File: config.mk
export PLATFORM = sky130hd
export DESIGN_NAME = logic_unit_pipe
export DESIGN_NICKNAME = d
export VERILOG_FILES = /design/src/rtl/logic_unit_pipe_pkg.sv /design/src/rtl/logic_unit_core.sv /design/src/rtl/logic_unit_pipe.sv
export SDC_FILE = /design/constraint.sdc
export NUM_CORES = 1
export LEC_CHECK = 0
export BUFFER_PORTS_ARGS = -buffer_cell sky130_fd_sc_hd__buf_2
export CORE_MARGIN = 4
export CORE_UTILIZATION = 50
export DETAILED_ROUTE_END_ITERATION = 12
export GPL_TIMING_DRIVEN = 1
export MAX_ROUTING_LAYER = met4
export PLACE_DENSITY = 0.77
export SYNTH_ARGS = -nofsm -noshare
export SYNTH_HDL_FRONTEND = slang
export SYNTH_SLANG_ARGS = --single-unit
File: constraint.sdc
create_clock -name clk -period 2.45 [get_ports clk]
set_clock_uncertainty 0.05 [all_clocks]
set_input_delay 0.49 -clock clk [delete_from_list [all_inputs] [get_ports clk]]
set_output_delay 0.49 -clock clk [all_outputs]
set_load 0.01 [all_outputs]
File: src/rtl/logic_unit_pipe_pkg.sv
`default_nettype none
// +----------------------------------------------------------------------------+
// | logic_unit_pipe_pkg                                                        |
// | Op-code encoding shared by the logic unit, its bench and future ALU blocks |
// | Revision: 1.0                                                              |
// +----------------------------------------------------------------------------+
package logic_unit_pipe_pkg;

    typedef logic [2:0] op_t;

    // Codes 000..011 keep the meaning of the original 2-bit select.
    localparam op_t OP_XOR   = 3'b000;
    localparam op_t OP_XNOR  = 3'b001;
    localparam op_t OP_OR    = 3'b010;
    localparam op_t OP_NOR   = 3'b011;
    localparam op_t OP_AND   = 3'b100;
    localparam op_t OP_NAND  = 3'b101;
    localparam op_t OP_NOTA  = 3'b110;
    localparam op_t OP_PASSB = 3'b111;

endpackage : logic_unit_pipe_pkg
`default_nettype wire

File: src/rtl/logic_unit_core.sv
`default_nettype none
// +----------------------------------------------------------------------------+
// | logic_unit_core                                                            |
// | Purely combinational 8-way bitwise function z = f(op, x, y)                |
// | Revision: 1.0                                                              |
// +----------------------------------------------------------------------------+
module logic_unit_core
    import logic_unit_pipe_pkg::*;
#(
    parameter int WIDTH = 8
) (
    input  op_t              op,
    input  logic [WIDTH-1:0] x,
    input  logic [WIDTH-1:0] y,
    output logic [WIDTH-1:0] z
);

    always_comb begin
        z = '0;
        case (op)
            OP_XOR:   z = x ^ y;
            OP_XNOR:  z = ~(x ^ y);
            OP_OR:    z = x | y;
            OP_NOR:   z = ~(x | y);
            OP_AND:   z = x & y;
            OP_NAND:  z = ~(x & y);
            OP_NOTA:  z = ~x;
            OP_PASSB: z = y;
            default:  z = '0;
        endcase
    end

endmodule : logic_unit_core
`default_nettype wire

File: src/rtl/logic_unit_pipe.sv
`default_nettype none
// +----------------------------------------------------------------------------+
// | logic_unit_pipe                                                            |
// | Registered bitwise unit with valid/ready, accumulator, flags and counter   |
// | Revision: 1.0                                                              |
// +----------------------------------------------------------------------------+
module logic_unit_pipe
    import logic_unit_pipe_pkg::*;
#(
    parameter int WIDTH = 8,
    parameter int CNT_W = 16
) (
    input  logic             clk,
    input  logic             rst,
    input  logic             in_valid,
    output logic             in_ready,
    input  logic [WIDTH-1:0] a,
    input  logic [WIDTH-1:0] b,
    input  op_t              op,
    input  logic             acc_mode,
    input  logic             acc_clear,
    output logic             out_valid,
    input  logic             out_ready,
    output logic [WIDTH-1:0] result,
    output logic             zero,
    output logic             ones,
    output logic             parity,
    output logic [CNT_W-1:0] count
);

    logic [WIDTH-1:0] r_result;
    logic             r_out_valid;
    logic [WIDTH-1:0] r_acc;
    logic [CNT_W-1:0] r_count;
    logic             r_zero;
    logic             r_ones;
    logic             r_parity;

    logic             w_accept;
    logic [WIDTH-1:0] w_eff_a;
    logic [WIDTH-1:0] w_z;

    // Ready depends only on the output register, so no in_valid->in_ready path.
    assign in_ready = !r_out_valid || out_ready;
    assign w_accept = in_valid && in_ready;

    always_comb begin
        w_eff_a = a;
        if (acc_clear) begin
            w_eff_a = '0;
        end else if (acc_mode) begin
            w_eff_a = r_acc;
        end
    end

    logic_unit_core #(
        .WIDTH (WIDTH)
    ) u_core (
        .op (op),
        .x  (w_eff_a),
        .y  (b),
        .z  (w_z)
    );

    always_ff @(posedge clk or posedge rst) begin
        if (rst) begin
            r_result    <= '0;
            r_out_valid <= 1'b0;
            r_acc       <= '0;
            r_count     <= '0;
            r_zero      <= 1'b1;
            r_ones      <= 1'b0;
            r_parity    <= 1'b0;
        end else begin
            if (w_accept) begin
                r_result    <= w_z;
                r_out_valid <= 1'b1;
                r_acc       <= w_z;
                r_count     <= r_count + CNT_W'(1);
                r_zero      <= (w_z == '0);
                r_ones      <= &w_z;
                r_parity    <= ^w_z;
            end else begin
                if (r_out_valid && out_ready) begin
                    r_out_valid <= 1'b0;
                end
                // A clear with no accept touches only the accumulator.
                if (acc_clear) begin
                    r_acc <= '0;
                end
            end
        end
    end

    assign out_valid = r_out_valid;
    assign result    = r_result;
    assign zero      = r_zero;
    assign ones      = r_ones;
    assign parity    = r_parity;
    assign count     = r_count;

endmodule : logic_unit_pipe
`default_nettype wire

# Yosys cells after proc, flatten, opt, wreduce, memory -nomap -nowiden
# Cells that the tools add are included.
# W data, S select, Z words.
op_classes:
  n_addsub: 1
  n_eq_ne: 7
  n_bitwise: 7
  reduce_logical: 10
  n_mux: 7
ops:
  columns: ["operator", "count"]
  rows:
  - ["$pmux W8 S8", 1]
  - ["$mux W8", 4]
  - ["$not A8 Y8", 4]
  - ["$add A16 B1 Y16 const B", 1]
  - ["$eq A3 B3 Y1 const B", 4]
  - ["$and A8 B8 Y8", 1]
  - ["$logic_not A8 Y1", 1]
  - ["$or A8 B8 Y8", 1]
  - ["$reduce_and A8 Y1", 1]
  - ["$reduce_xor A8 Y1", 1]
  - ["$xor A8 B8 Y8", 1]
  - ["$eq A3 B2 Y1 const B", 2]
  - ["$reduce_bool A2 Y1", 2]
  - ["$eq A3 B1 Y1 const B", 1]
  - ["$logic_not A3 Y1", 1]
  - ["$logic_and A1 B1 Y1", 2]
  - ["$mux W1", 2]
  - ["$logic_not A1 Y1", 1]
  - ["$logic_or A1 B1 Y1", 1]
totals:
  elab_cells: 39
  register_bits: 36
  inputBits: 25

# Longest topological paths before layout
depth:
  ltp_word: 6
  mapped_depth: 13

# Hierarchy
# A second synthesis with hierarchy kept.
hier_totals:
  hier_cells: 289
  area_unflattened_um2: 2648.8
by_module_without_submodules:
  columns: ["mod", "cells_each", "area_each_um2", "seq_area_each_um2", "instances"]
  rows:
  - ["logic_unit_pipe", 160, 1756.7, 902.1, 1]
  - ["logic_unit_core", 129, 892.1, 0.0, 1]

# Worst setup path before layout
# Ideal clock, no wire load.
synth_timing:
  kind: "input-to-reg"
  start: "input acc_mode"
  end: "register r_parity (netlist: parity)"
  n_path_buf: 1
  setup_ns: 0.130
  arrival_ns: 2.877
  path_slack_ns: -0.608
  stages: 12
  required_time_ns: 2.270
  path_cell_list: "buf_2 -> mux2i_1 -> or2_2 -> ha_1 -> or2_0 -> a311o_1 -> a41oi_2 -> inv_1 -> ha_1 -> xnor2_1 -> xnor2_1 -> o21ai_0"
synth_between:
  elab_chain_cells: 6
synth_rtl:
  columns: ["item", "line", "rtl"]
  rows:
  - ["from (decl)", "logic_unit_pipe.sv:20", "input logic acc_mode,"]
  - ["$mux W8 (*)", "logic_unit_pipe.sv:51", "end else if (acc_mode) begin"]
  - ["$mux W8 (*)", "logic_unit_pipe.sv:49", "if (acc_clear) begin"]
  - ["$and A8 B8 Y8, or another cell as far along", "logic_unit_core.sv:25, logic_unit_core.sv:26", null]
  - ["$not A8 Y8 (on tied branches)", "logic_unit_core.sv:26, logic_unit_core.sv:22, logic_unit_core.sv:24", null]
  - ["$pmux W8 S8 (*)", "logic_unit_core.sv:20", "case (op)"]
  - ["net u_core.z[2]", "logic_unit_core.sv:15", "output logic [WIDTH-1:0] z"]
  - ["$reduce_xor A8 Y1 (*)", "logic_unit_pipe.sv:82", "r_parity <= ^w_z;"]
  - ["to (signal assigned)", "logic_unit_pipe.sv:82", null]
  - ["to (decl)", "logic_unit_pipe.sv:37", "logic r_parity;"]
# Mark *: on every way through the listed nets, which the timed path passes. The rest lies on a longest branch.
# A chain may end at the register's enable or synchronous reset.

# Final worst setup path
# Ends and elaborated chain as after synthesis.

==> results.md <==
- Worst vdd ir: 0.587 mV
- Required @ worst endpoint: 2.55 ns
- DRT antenna net count: 0
- Reg2reg start: r_acc[1]
- Synth Area in Compound Gates: 18.7%
- Post-Synth Adder-Cell Area: 11.6%
- CP max-delay cell: a311o_1
- CTS tree: done
- Leakage: 0.00176 µW
- Wire per inst: 15.9 µm
- Most common cell after layout, fill and taps aside: buf_2
- Hold Vio Cnt, Final: 0
- Yosys warns: 0
- Vias: 2596
- Sw Ratio: 35.2%
- CP Class: input pin to register
- Fin. max-slew vios: 0
- First-pass GRT wire length: 12000 µm
- Worst Setup Slack, final: -0.177 ns
- Clock-pin slew on the worst setup and hold paths: 0.07 ns
- Layout cells sized above 1: 36.7%
- Post-synthesis simple-gate area fraction: 19.9%
- Hold WS: 0.244 ns
- Sequential Power Share: 40.2%
- Final net count: 444
- Rel. slew slack: 37.1%
- DR iter-0 viols: 154
- Drt drc: 0
- Syn Nets: 350
- Clk Latency, worst-skew pair: 0.28 ns
- Largest family of logic cells by synthesized area: simple AND/OR/NAND/NOR gates
- CP Cell Sequence: buf_8 -> mux2i_1 -> or2_4 -> ha_4 -> or2_0 -> a311o_1 -> a41oi_2 -> inv_2 -> ha_4 -> xnor2_2 -> xnor2_1 -> o21ai_1
- Min Tclk post-route: 2.63 ns
- CP Capture Type: register
- CTS Buffer Depth: 2
- Failing checks: negative setup slack
- Synth Cell Area: 0.00269 mm²
- Die Ht: 81.3 µm
- Max cap viols: 0
- Sequential area share after synthesis: 33.6%
- Clock power frac: 20.7%
- HP Class: input pin to asynchronous set/reset pin
- CP startpoint: acc_mode
- Hold Buf Count CTS: 0
- I/O pin count: 54
- # H-tree levels: 2
- Top cell by count, worst path: ha_4
- Worst Path Max Fanout: 8
- RSZ-0062 raised after global routing: yes
- Synthesized flop and latch total: 36
- Max stage delay on crit path: 0.34 ns
- Area growth, synth to finish: 32.9%
- Placement Rows: 26
- Arr. time, crit path: 2.73 ns
- Mux cell area share after synthesis: 3.82%
- Initial antenna violation count: 0
- Period utilization: 107%
- Fraction of registers with async set/reset: 100%
- Diode count: 0
- Clk sinks: 36
- Root Driver: clkbuf_8
- Port Buf Inserts: 53
- Combinational share of power: 39.1%
- Syn avg cell area: 8.95 µm²
- Most used flip-flop cell after synthesis: dfrtp_1
- Final setup viols: 2
- Commonest cells after routing, fill and taps aside: buf_2 (52), buf_4 (45), dfrtp_1 (35)
- Worst-margin pin slew: 0.940 ns
- PwrDens: 558 mW/mm²
- Dpl hpwl: 5380 µm
- Grt ovf: 0
- Vias in the first global route: 2591
- Post-synthesis cell type count: 56
- Die width: 81.3 µm
- Max Clk Rate: 0.381 GHz
- Largest net degree at the start of global routing: 37
- Xor-xnor portion of the synthesized cell area: 5.87%
- Initial Util: 51.9%
- Pre-Repair DR Iteration Count: 4
- All-layer global routing usage: 23.8%
- GPL Wtd Cong: 0.890
- Pint: 1290 µW
- Net switching power: 700 µW
- Post-synth EDFFs: 0
- Total wire length: 7400 µm
- Cells after DPL: 454
- Die ar.: 0.00661 mm²
- CTS Buf Count: 5
- Synth Instances: 300
- Core ar.: 0.00517 mm²
- Status: finished with violations
- Startpoint Class: input pin
- Final std cells w/o fill: 465
- Via density: 5.58
[metal layers]
metal / vias up / wire, µm / GRT usage [%]
li1: 1245 / - / -
met1: 1249 / 3170 / 30.6
met2: 83 / 3640 / 39.2
met3: 19 / 390 / 2.33
met4: 0 / 201 / 7.77
met5: - / 0 / -
[through the flow]
stage	total power, µW	cell area (µm²)	TNS, ns	util [%]	setup WS (ns)
3_5_place_dp	1520	3390	-1.35	65.6	-0.614
2_1_floorplan	1220	2770	-0.317	-	-0.317
3_3_place_gp	1500	3390	-1.14	65.6	-0.489
5_1_grt	2130	3570	-0.401	69.0	-0.240
6_report	1990	3570	-0.194	69.0	-0.177
4_1_cts	1970	3530	-0.156	68.3	-0.156
[cell type report]
type	count	area, µm²
clock inverter	1	8.76
sequential	36	902
clock buffer	7	76.3
timing repair buffer	100	653
multi-input combinational	227	1750
fill	405	1600
tap	70	87.6
inverter	24	90.1
[power by group through the flow]
stage	registers, µW	logic, µW	clock network (µW)
CTS	798	759	418
global placement	802	695	0
floorplan	831	394	0
detailed placement	806	713	0
global route	813	857	456
finish	801	778	413
[flip-flops by register name (all words and copies together) (netlist names)]
name       flops
out_valid      1
count         16
ones           1
result         8
zero           1
parity         1
r_acc          8
[cell usage after synthesis, types with 5 or more instances]
cell	n	area share [%]
ha_1	25	12
a21oi_1	11	2.0
nand4_1	8	1.9
nor2b_1	5	1.2
nand2_1	30	4.2
xnor2_1	17	5.5
o21ai_0	21	3.9
dfrtp_1	35	33
nand3_1	7	1.3
nor2_1	19	2.7
nand2b_1	6	1.4
inv_1	21	2.9
mux2i_1	8	3.0
or2_2	12	2.8
buf_2	8	1.5
[cells by family after synthesis]
family / Yosys count
buf+inv: 37
mux: 10
flops: 36
compound gates: 70
fa+ha+maj: 25
xor+xnor: 18
simple gates: 104
[worst max-delay path: cells and delay by family]
kind,cells,cell delay [ns]
compound gates,3,0.66
xor+xnor,2,0.33
fa+ha+maj,2,0.43
buf+inv,2,0.20
mux,1,0.13
simple gates,2,0.47
[repair_timing]
| item | CTS | global route |
|---|---|---|
| pin swaps | 4 | 4 |
| resized for setup | 9 | 7 |
| endpoints found under the setup margin | 2 | 2 |
| cloned | 0 | 0 |
| buffers inserted | 0 | 3 |
[final timing paths]
check	cells past startpoint	end	slack (ns)
max	12	parity	-0.18
min	3	count[14]	0.24
max reg2reg	11	parity	-0.14
min reg2reg	2	zero	0.43
max in group asynchronous	3	zero	1.75
min in group clk	2	zero	0.43
(Power assumes the default switching activity.)
